## config.mk

```make
export PLATFORM = sky130hd
export DESIGN_NAME = exe_stage
export DESIGN_NICKNAME = d
export VERILOG_FILES = /design/src/rtl/exe_stage.sv
export SDC_FILE = /design/constraint.sdc
export NUM_CORES = 1
export LEC_CHECK = 0
export BUFFER_PORTS_ARGS = -buffer_cell sky130_fd_sc_hd__buf_2
export CORE_MARGIN = 5
export CORE_UTILIZATION = 50
export CTS_CLUSTER_SIZE = 40
export DETAILED_ROUTE_END_ITERATION = 7
export GPL_TIMING_DRIVEN = 0
export HOLD_SLACK_MARGIN = 0.1
export PLACE_DENSITY = 0.75
export SYNTH_ARGS = -nofsm -noshare
export SYNTH_HDL_FRONTEND = slang
export SYNTH_SLANG_ARGS = --single-unit
```

## constraint.sdc

```tcl
create_clock -name clk -period 6.47 [get_ports clk]
set_input_delay 1.941 -clock clk [delete_from_list [all_inputs] [get_ports clk]]
set_output_delay 1.941 -clock clk [all_outputs]
set_load 0.01 [all_outputs]
```

## src/rtl/exe_stage.sv

```systemverilog
// Execute stage: ALU, beq/j resolution and an iterative shift-add multiplier feeding EX/MEM.
// Define EXE_FORWARD_EN to add MEM/WB operand forwarding ports.
module exe_stage #(
  parameter int MUL_STEP = 1
) (
  input  logic         clk,
  input  logic         clr,
  input  logic [163:0] id_ex,
`ifdef EXE_FORWARD_EN
  input  logic         mem_we,
  input  logic [4:0]   mem_reg,
  input  logic [31:0]  mem_data,
  input  logic         wb_we,
  input  logic [4:0]   wb_reg,
  input  logic [31:0]  wb_data,
`endif
  output logic         stall,
  output logic         redirect,
  output logic [31:0]  target,
  output logic [72:0]  ex_mem
);

  localparam int MUL_CYCLES = 32 / MUL_STEP;
  localparam int CNT_W = 6;
  localparam logic [CNT_W-1:0] LAST_COUNT = CNT_W'(MUL_CYCLES - 1);

  localparam logic [0:0] S_IDLE = 1'b0;
  localparam logic [0:0] S_BUSY = 1'b1;

  logic        reg_write, mem_to_reg, mem_write, branch_eq, jump;
  logic        alu_src, reg_dst, load_ctrl;
  logic [2:0]  alu_c;
  logic [4:0]  rt, rd, rs, wreg;
  logic [15:0] imm;
  logic [31:0] qa, qb, pc4, imm_sext;
  logic [25:0] adr;

  assign reg_write  = id_ex[0];
  assign mem_to_reg = id_ex[1];
  assign mem_write  = id_ex[2];
  assign branch_eq  = id_ex[3];
  assign jump       = id_ex[4];
  assign alu_src    = id_ex[5];
  assign reg_dst    = id_ex[6];
  assign alu_c      = id_ex[9:7];
  assign rt         = id_ex[14:10];
  assign rd         = id_ex[19:15];
  assign imm        = id_ex[35:20];
  assign qa         = id_ex[67:36];
  assign qb         = id_ex[99:68];
  assign pc4        = id_ex[131:100];
  assign adr        = id_ex[157:132];
  assign rs         = id_ex[162:158];
  assign load_ctrl  = id_ex[163];

  assign imm_sext = {{16{imm[15]}}, imm};
  assign wreg     = reg_dst ? rd : rt;

  logic [31:0] fwd_a, fwd_b;

`ifdef EXE_FORWARD_EN
  // MEM is the younger producer, so it wins over WB; r0 is hardwired zero.
  always_comb begin
    fwd_a = qa;
    fwd_b = qb;
    if (mem_we && (mem_reg != 5'd0) && (mem_reg == rs)) begin
      fwd_a = mem_data;
    end else if (wb_we && (wb_reg != 5'd0) && (wb_reg == rs)) begin
      fwd_a = wb_data;
    end
    if (mem_we && (mem_reg != 5'd0) && (mem_reg == rt)) begin
      fwd_b = mem_data;
    end else if (wb_we && (wb_reg != 5'd0) && (wb_reg == rt)) begin
      fwd_b = wb_data;
    end
  end
`else
  assign fwd_a = qa;
  assign fwd_b = qb;
`endif

  logic [31:0] alu_b, alu_result;

  assign alu_b = alu_src ? imm_sext : fwd_b;

  always_comb begin
    alu_result = 32'd0;
    case (alu_c)
      3'b000:  alu_result = fwd_a + alu_b;
      3'b001:  alu_result = fwd_a - alu_b;
      3'b010:  alu_result = fwd_a & alu_b;
      3'b011:  alu_result = fwd_a | alu_b;
      3'b100:  alu_result = {31'd0, $signed(fwd_a) < $signed(alu_b)};
      3'b101:  alu_result = fwd_a ^ alu_b;
      3'b110:  alu_result = {imm, 16'd0};
      default: alu_result = 32'd0;  // mul goes through the FSM
    endcase
  end

  logic [0:0]       state_reg, state_next;
  logic [CNT_W-1:0] count_reg, count_next;
  logic [31:0]      acc_reg, acc_next, acc_sum;
  logic [31:0]      mcand_reg, mcand_next;
  logic [31:0]      mplier_reg, mplier_next;
  logic [3:0]       ctl_reg, ctl_next;
  logic [4:0]       wreg_reg, wreg_next;
  logic [31:0]      sdata_reg, sdata_next;
  logic [72:0]      ex_mem_reg, ex_mem_next;
  logic             mul_start;

  assign mul_start = (state_reg == S_IDLE) && (alu_c == 3'b111) && reg_write;

  // One partial product per retired multiplier bit.
  logic [31:0] pp [MUL_STEP];

  for (genvar gi = 0; gi < MUL_STEP; gi++) begin : g_pp
    assign pp[gi] = mplier_reg[gi] ? (mcand_reg << gi) : 32'd0;
  end

  always_comb begin
    acc_sum = acc_reg;
    for (int k = 0; k < MUL_STEP; k++) begin
      acc_sum = acc_sum + pp[k];
    end
  end

  always_comb begin
    state_next  = state_reg;
    count_next  = count_reg;
    acc_next    = acc_reg;
    mcand_next  = mcand_reg;
    mplier_next = mplier_reg;
    ctl_next    = ctl_reg;
    wreg_next   = wreg_reg;
    sdata_next  = sdata_reg;
    ex_mem_next = 73'd0;
    case (state_reg)
      S_IDLE: begin
        if (mul_start) begin
          state_next  = S_BUSY;
          count_next  = '0;
          acc_next    = 32'd0;
          mcand_next  = fwd_a;
          mplier_next = alu_b;
          ctl_next    = {load_ctrl, mem_write, mem_to_reg, reg_write};
          wreg_next   = wreg;
          sdata_next  = fwd_b;
        end else begin
          ex_mem_next = {fwd_b, alu_result, wreg, load_ctrl, mem_write, mem_to_reg, reg_write};
        end
      end
      S_BUSY: begin
        acc_next    = acc_sum;
        mcand_next  = mcand_reg << MUL_STEP;
        mplier_next = mplier_reg >> MUL_STEP;
        count_next  = count_reg + 6'd1;
        if (count_reg == LAST_COUNT) begin
          state_next  = S_IDLE;
          count_next  = '0;
          ex_mem_next = {sdata_reg, acc_sum, wreg_reg, ctl_reg};
        end
      end
      default: begin
        state_next = S_IDLE;
      end
    endcase
  end

  always_ff @(posedge clk) begin
    if (!clr) begin
      state_reg  <= S_IDLE;
      count_reg  <= '0;
      acc_reg    <= 32'd0;
      mcand_reg  <= 32'd0;
      mplier_reg <= 32'd0;
      ctl_reg    <= 4'd0;
      wreg_reg   <= 5'd0;
      sdata_reg  <= 32'd0;
      ex_mem_reg <= 73'd0;
    end else begin
      state_reg  <= state_next;
      count_reg  <= count_next;
      acc_reg    <= acc_next;
      mcand_reg  <= mcand_next;
      mplier_reg <= mplier_next;
      ctl_reg    <= ctl_next;
      wreg_reg   <= wreg_next;
      sdata_reg  <= sdata_next;
      ex_mem_reg <= ex_mem_next;
    end
  end

  assign ex_mem = ex_mem_reg;
  assign stall  = clr && ((state_reg == S_BUSY) || mul_start);

  // Branches resolve only when this stage actually owns the instruction.
  always_comb begin
    redirect = 1'b0;
    target   = 32'd0;
    if (clr && (state_reg == S_IDLE) && !mul_start) begin
      if (jump) begin
        redirect = 1'b1;
        target   = {pc4[31:28], adr, 2'b00};
      end else if (branch_eq && (fwd_a == fwd_b)) begin
        redirect = 1'b1;
        target   = pc4 + {imm_sext[29:0], 2'b00};
      end
    end
  end

endmodule

```

==> run_results.csv <==
group,metric,value,unit
run_status,status,"finished with violations",
run_status,violations,"setup timing",
detailed_routing,first_pass_iters,8,
logic_synthesis,yosysMostFrequentCell,"nand2_1",
logic_synthesis,synthAdderAreaFrac,0.1242,
setup_path,path_max_fanout,2,
clock_tree,cts_buffer_depth,3,
power_and_ir_drop,power.density,198.2,mW/mm²
final_layout,fillerInstances,3216,
logic_synthesis,synth_area_leaders,"dfxtp_1, ha_1, a21oi_1",
floorplan,core,0.03446,mm²
clock_tree,cts.htree.levels,1,
final_layout,regArea,0.004344,mm²
final_layout,largest_reg_flops,73,
logic_synthesis,synth.cell_area,0.01737,mm²
power_and_ir_drop,p_sw_frac,0.3475,
floorplan,die_w,196.4,µm
final_layout,multi_input_area,0.01231,mm²
power_and_ir_drop,p_switching,1.412,mW
logic_synthesis,seq_area_frac_synth,0.2501,
logic_synthesis,synth_top_family_by_area,"compound AO/OA/AOI/OAI gates",
clock_tree,cts-buffers-inserted,25,
detailed_routing,viasPerCell,6.163,
floorplan,num_rows,68,
logic_synthesis,yosys-mux-area-fraction,0.01448,
power_and_ir_drop,seqPwrFrac,0.347,
setup_path,path_class,"in -> out",
timing,slew_violations,0,
clock_tree,clkSlewWorstSetupHoldPaths,0.06,ns
logic_synthesis,synth_xor_area_frac,0.05749,
setup_path,ff2ff_setup_slack,2.18,ns
final_layout,nets,2963,
run,drv_cap,0,
timing,min_period,6.561,ns
clock_tree,cts_sinks,217,
global_routing,grt_first_pass_wirelength,111.2,mm
placement,dp_hpwl,60.23,mm
power_and_ir_drop,p_int,2.651,mW
timing,timing.slew.headroom,0.1921,
timing,hold_viol_final,0,
logic_synthesis,avgSynthCellArea,7.480,µm²
logic_synthesis,yosysTopAreaCell,"dfxtp_1",
clock_tree,clock_latency,0.54,ns
timing,finalClockSkew,0.01203,ns
logic_synthesis,synthTopCellsByCount,"nand2_1, a21oi_1, dfxtp_1, nor2_1, ha_1",
final_layout,drive_gt1_frac,0.1419,
timing,grt_setup_unrepaired,"yes",
detailed_routing,wl_met2,33.87,mm
logic_synthesis,synth_cells,2322,
logic_synthesis,synth_top_area_share,0.2501,
detailed_routing,avgRoutedWirePerCell,24.33,µm
detailed_routing,drt_iter0_drc,1539,
setup_path,crit_chain,"buf_12 -> ha_4 -> fa_2 -> a21o_1 -> a21oi_2 -> o211ai_1 -> a31oi_2 -> o21ai_2 -> a221oi_4 -> o21a_1 -> buf_6 -> a311o_1 -> xor2_1 -> o21ai_1 -> buf_2",
placement,io_buffer_count,262,
global_routing,grt.overflow.total,0,
global_routing,gr-usage-all-layers,0.3701,
detailed_routing,wl_met1,29.97,mm
power_and_ir_drop,comb_power_share,0.308,
placement,place_congestion,1.014,
detailed_routing,highest_layer,"met5",
setup_path,crit_arrival,4.62,ns
setup_path,cp-start-kind,"input pin",
floorplan,io_pins,273,
power_and_ir_drop,pwr-share-clk,0.345,
setup_path,reg2reg_from,"mplier_reg[0]",
setup_path,crit_path_end,"target[26]",
global_routing,grt_pass1_vias,18600,
global_routing,antenna_found_initial,2,
setup_path,r2r-end,"ex_mem[39]",
detailed_routing,ant_nets,0,
clock_tree,cts_tree,"done",
setup_path,cp.depth,15,
timing,tightest_slew,1.212,ns
logic_synthesis,synth-compound-area-share,0.3027,
setup_path,cp_top_family,"compound AO/OA/AOI/OAI gates",
global_routing,grt_max_degree,18,
setup_path,critical-path-max-stage-delay,0.34,ns
floorplan,initial_core_util,0.5040,
floorplan,dieArea,0.03856,mm²
worst_hold_path,hold_class,"reg -> reg",
logic_synthesis,ys.flop_type,"dfxtp_1",
clock_tree,clock-root-buffer,"clkbuf_16",
power_and_ir_drop,p_leak,8.981,nW
power_and_ir_drop,ir_drop,228.1,µV
timing,setup_ws,-0.09114,ns
logic_synthesis,syn-num-nets,2658,
setup_path,slowest_stage,"fa_2",
placement,place_ws,-0.9021,ns
detailed_routing,drt-total-wl,75.40,mm
power_and_ir_drop,power.total,4.064,mW
detailed_routing,drc,0,
detailed_routing,vias,19100,
setup_path,end_kind,"output port",
logic_synthesis,synth_cell_types,75,
logic_synthesis,synth_edf_count,0,
timing,finalCritPeriodShare,1.014,
setup_path,crit_buf_inv,3,
setup_path,crit_required,4.53,ns
floorplan,die_y,196.4,µm
setup_path,startpoint,"id_ex[20]",
timing,setup-violations-final,7,
logic_synthesis,synth-simple-area-share,0.1942,
timing,fmax,152.4,MHz
detailed_routing,dr_wl_met3,7.610,mm
logic_synthesis,async_flop_share,0,
final_layout,syn2layout_area_growth,18.03,%
logic_synthesis,ys_seq_elements,217,
setup_path,rr_worst_depth,13,
logic_synthesis,yosysWarnings,0,
clock_tree,ctsHoldBuffers,0,
## power by group through the flow
stage	Sequential [mW]	Clock, mW	Combinational, mW
floorplan	1.45	0	0.711
global route	1.41	1.45	1.34
finish	1.41	1.40	1.25
detailed placement	1.44	0	1.16
CTS	1.41	1.40	1.19
global placement	1.44	0	1.15
## routing by layer
layer	vias up	track usage
met1	8970	0.4685
met2	1070	0.6092
met5	-	0
met3	205	0.08085
li1	8853	-
met4	2	0.1611
## placed cells by master (no fill, tap or decap), types with 12 or more instances in the layout
master and n:
a31oi_1 17, o21bai_1 29, dfxtp_1 217, clkbuf_16 25, a21o_1 59, and3_1 14, buf_1 15, a211oi_1 52
ha_1 161, xnor2_1 84, nand2_1 278, a21boi_0 37, inv_1 106, o22ai_1 12, a21oi_1 265, mux2i_1 21
and2_1 38, buf_4 17, clkbuf_1 131, nor2b_1 75, nand4_1 16, xor2_1 29, nor3_1 40, nand2b_1 15
a22o_1 64, o21ai_0 114, nor2_1 180, o21a_1 12, nand3_1 34, o211ai_1 14, buf_2 263
## worst reg2reg max path, delay by kind of cell (launching register included)
family,cells,cell delay [ns]
AND/OR/NAND/NOR,2,0.70
XOR/XNOR,1,0.31
AO/OA/AOI/OAI,8,1.95
adder cells (fa/ha/maj),1,0.26
buffers and inverters,1,0.32
flip-flops,1,0.59
## final cells by class
type                       count  share of cell area
sequential                   217              0.2119
clock inverter                 7            0.003418
timing repair buffer         279             0.07239
inverter                     110             0.02020
antenna                        1           0.0001221
multi-input combinational   1844              0.6007
buffer                       150             0.02802
clock buffer                  36             0.03546
tap                          455             0.02777
## worst min path at each step
stage | from | to | slack (ns) | cells past startpoint
final | acc_reg[10] | acc_reg[10] | 0.45 | 2
after global routing | sdata_reg[22] | sdata_reg[22] | 0.48 | 2
after CTS | acc_reg[14] | acc_reg[14] | 0.46 | 2
after detailed placement | acc_reg[14] | acc_reg[14] | 0.45 | 2
after global placement | wreg_reg[0] | ex_mem[4] | 0.44 | 2
after floorplan | wreg_reg[0] | ex_mem[4] | 0.43 | 2
## per-stage QoR
stage | util | TNS, ns | hold slack [ns] | cells | area, µm²
final | 0.5949 | -0.3497 | 0.4514 | 3099 | 20500
after global routing | 0.5949 | -0.7898 | 0.4764 | 3099 | 20500
after CTS | 0.5898 | -0.3655 | 0.4550 | 3096 | 20320
after detailed placement | 0.5590 | -15.93 | 0.4462 | 3039 | 19260
after global placement | 0.5590 | -15.53 | 0.4350 | 3039 | 19260
after floorplan | - | 0 | 0.4258 | 2322 | 17380
## kinds of logic after synthesis
family,after synthesis
compound gates,803
xor+xnor,114
flops,217
mux,25
buf+inv,261
fa+ha+maj,170
simple gates,732
## what timing repair did
action	4_1_cts	5_1_grt
buffers inserted	14	3
setup endpoints to repair	34	18
pin swaps	27	21
gates resized for setup	37	28
No activity file was read; power rests on OpenSTA's default activity.
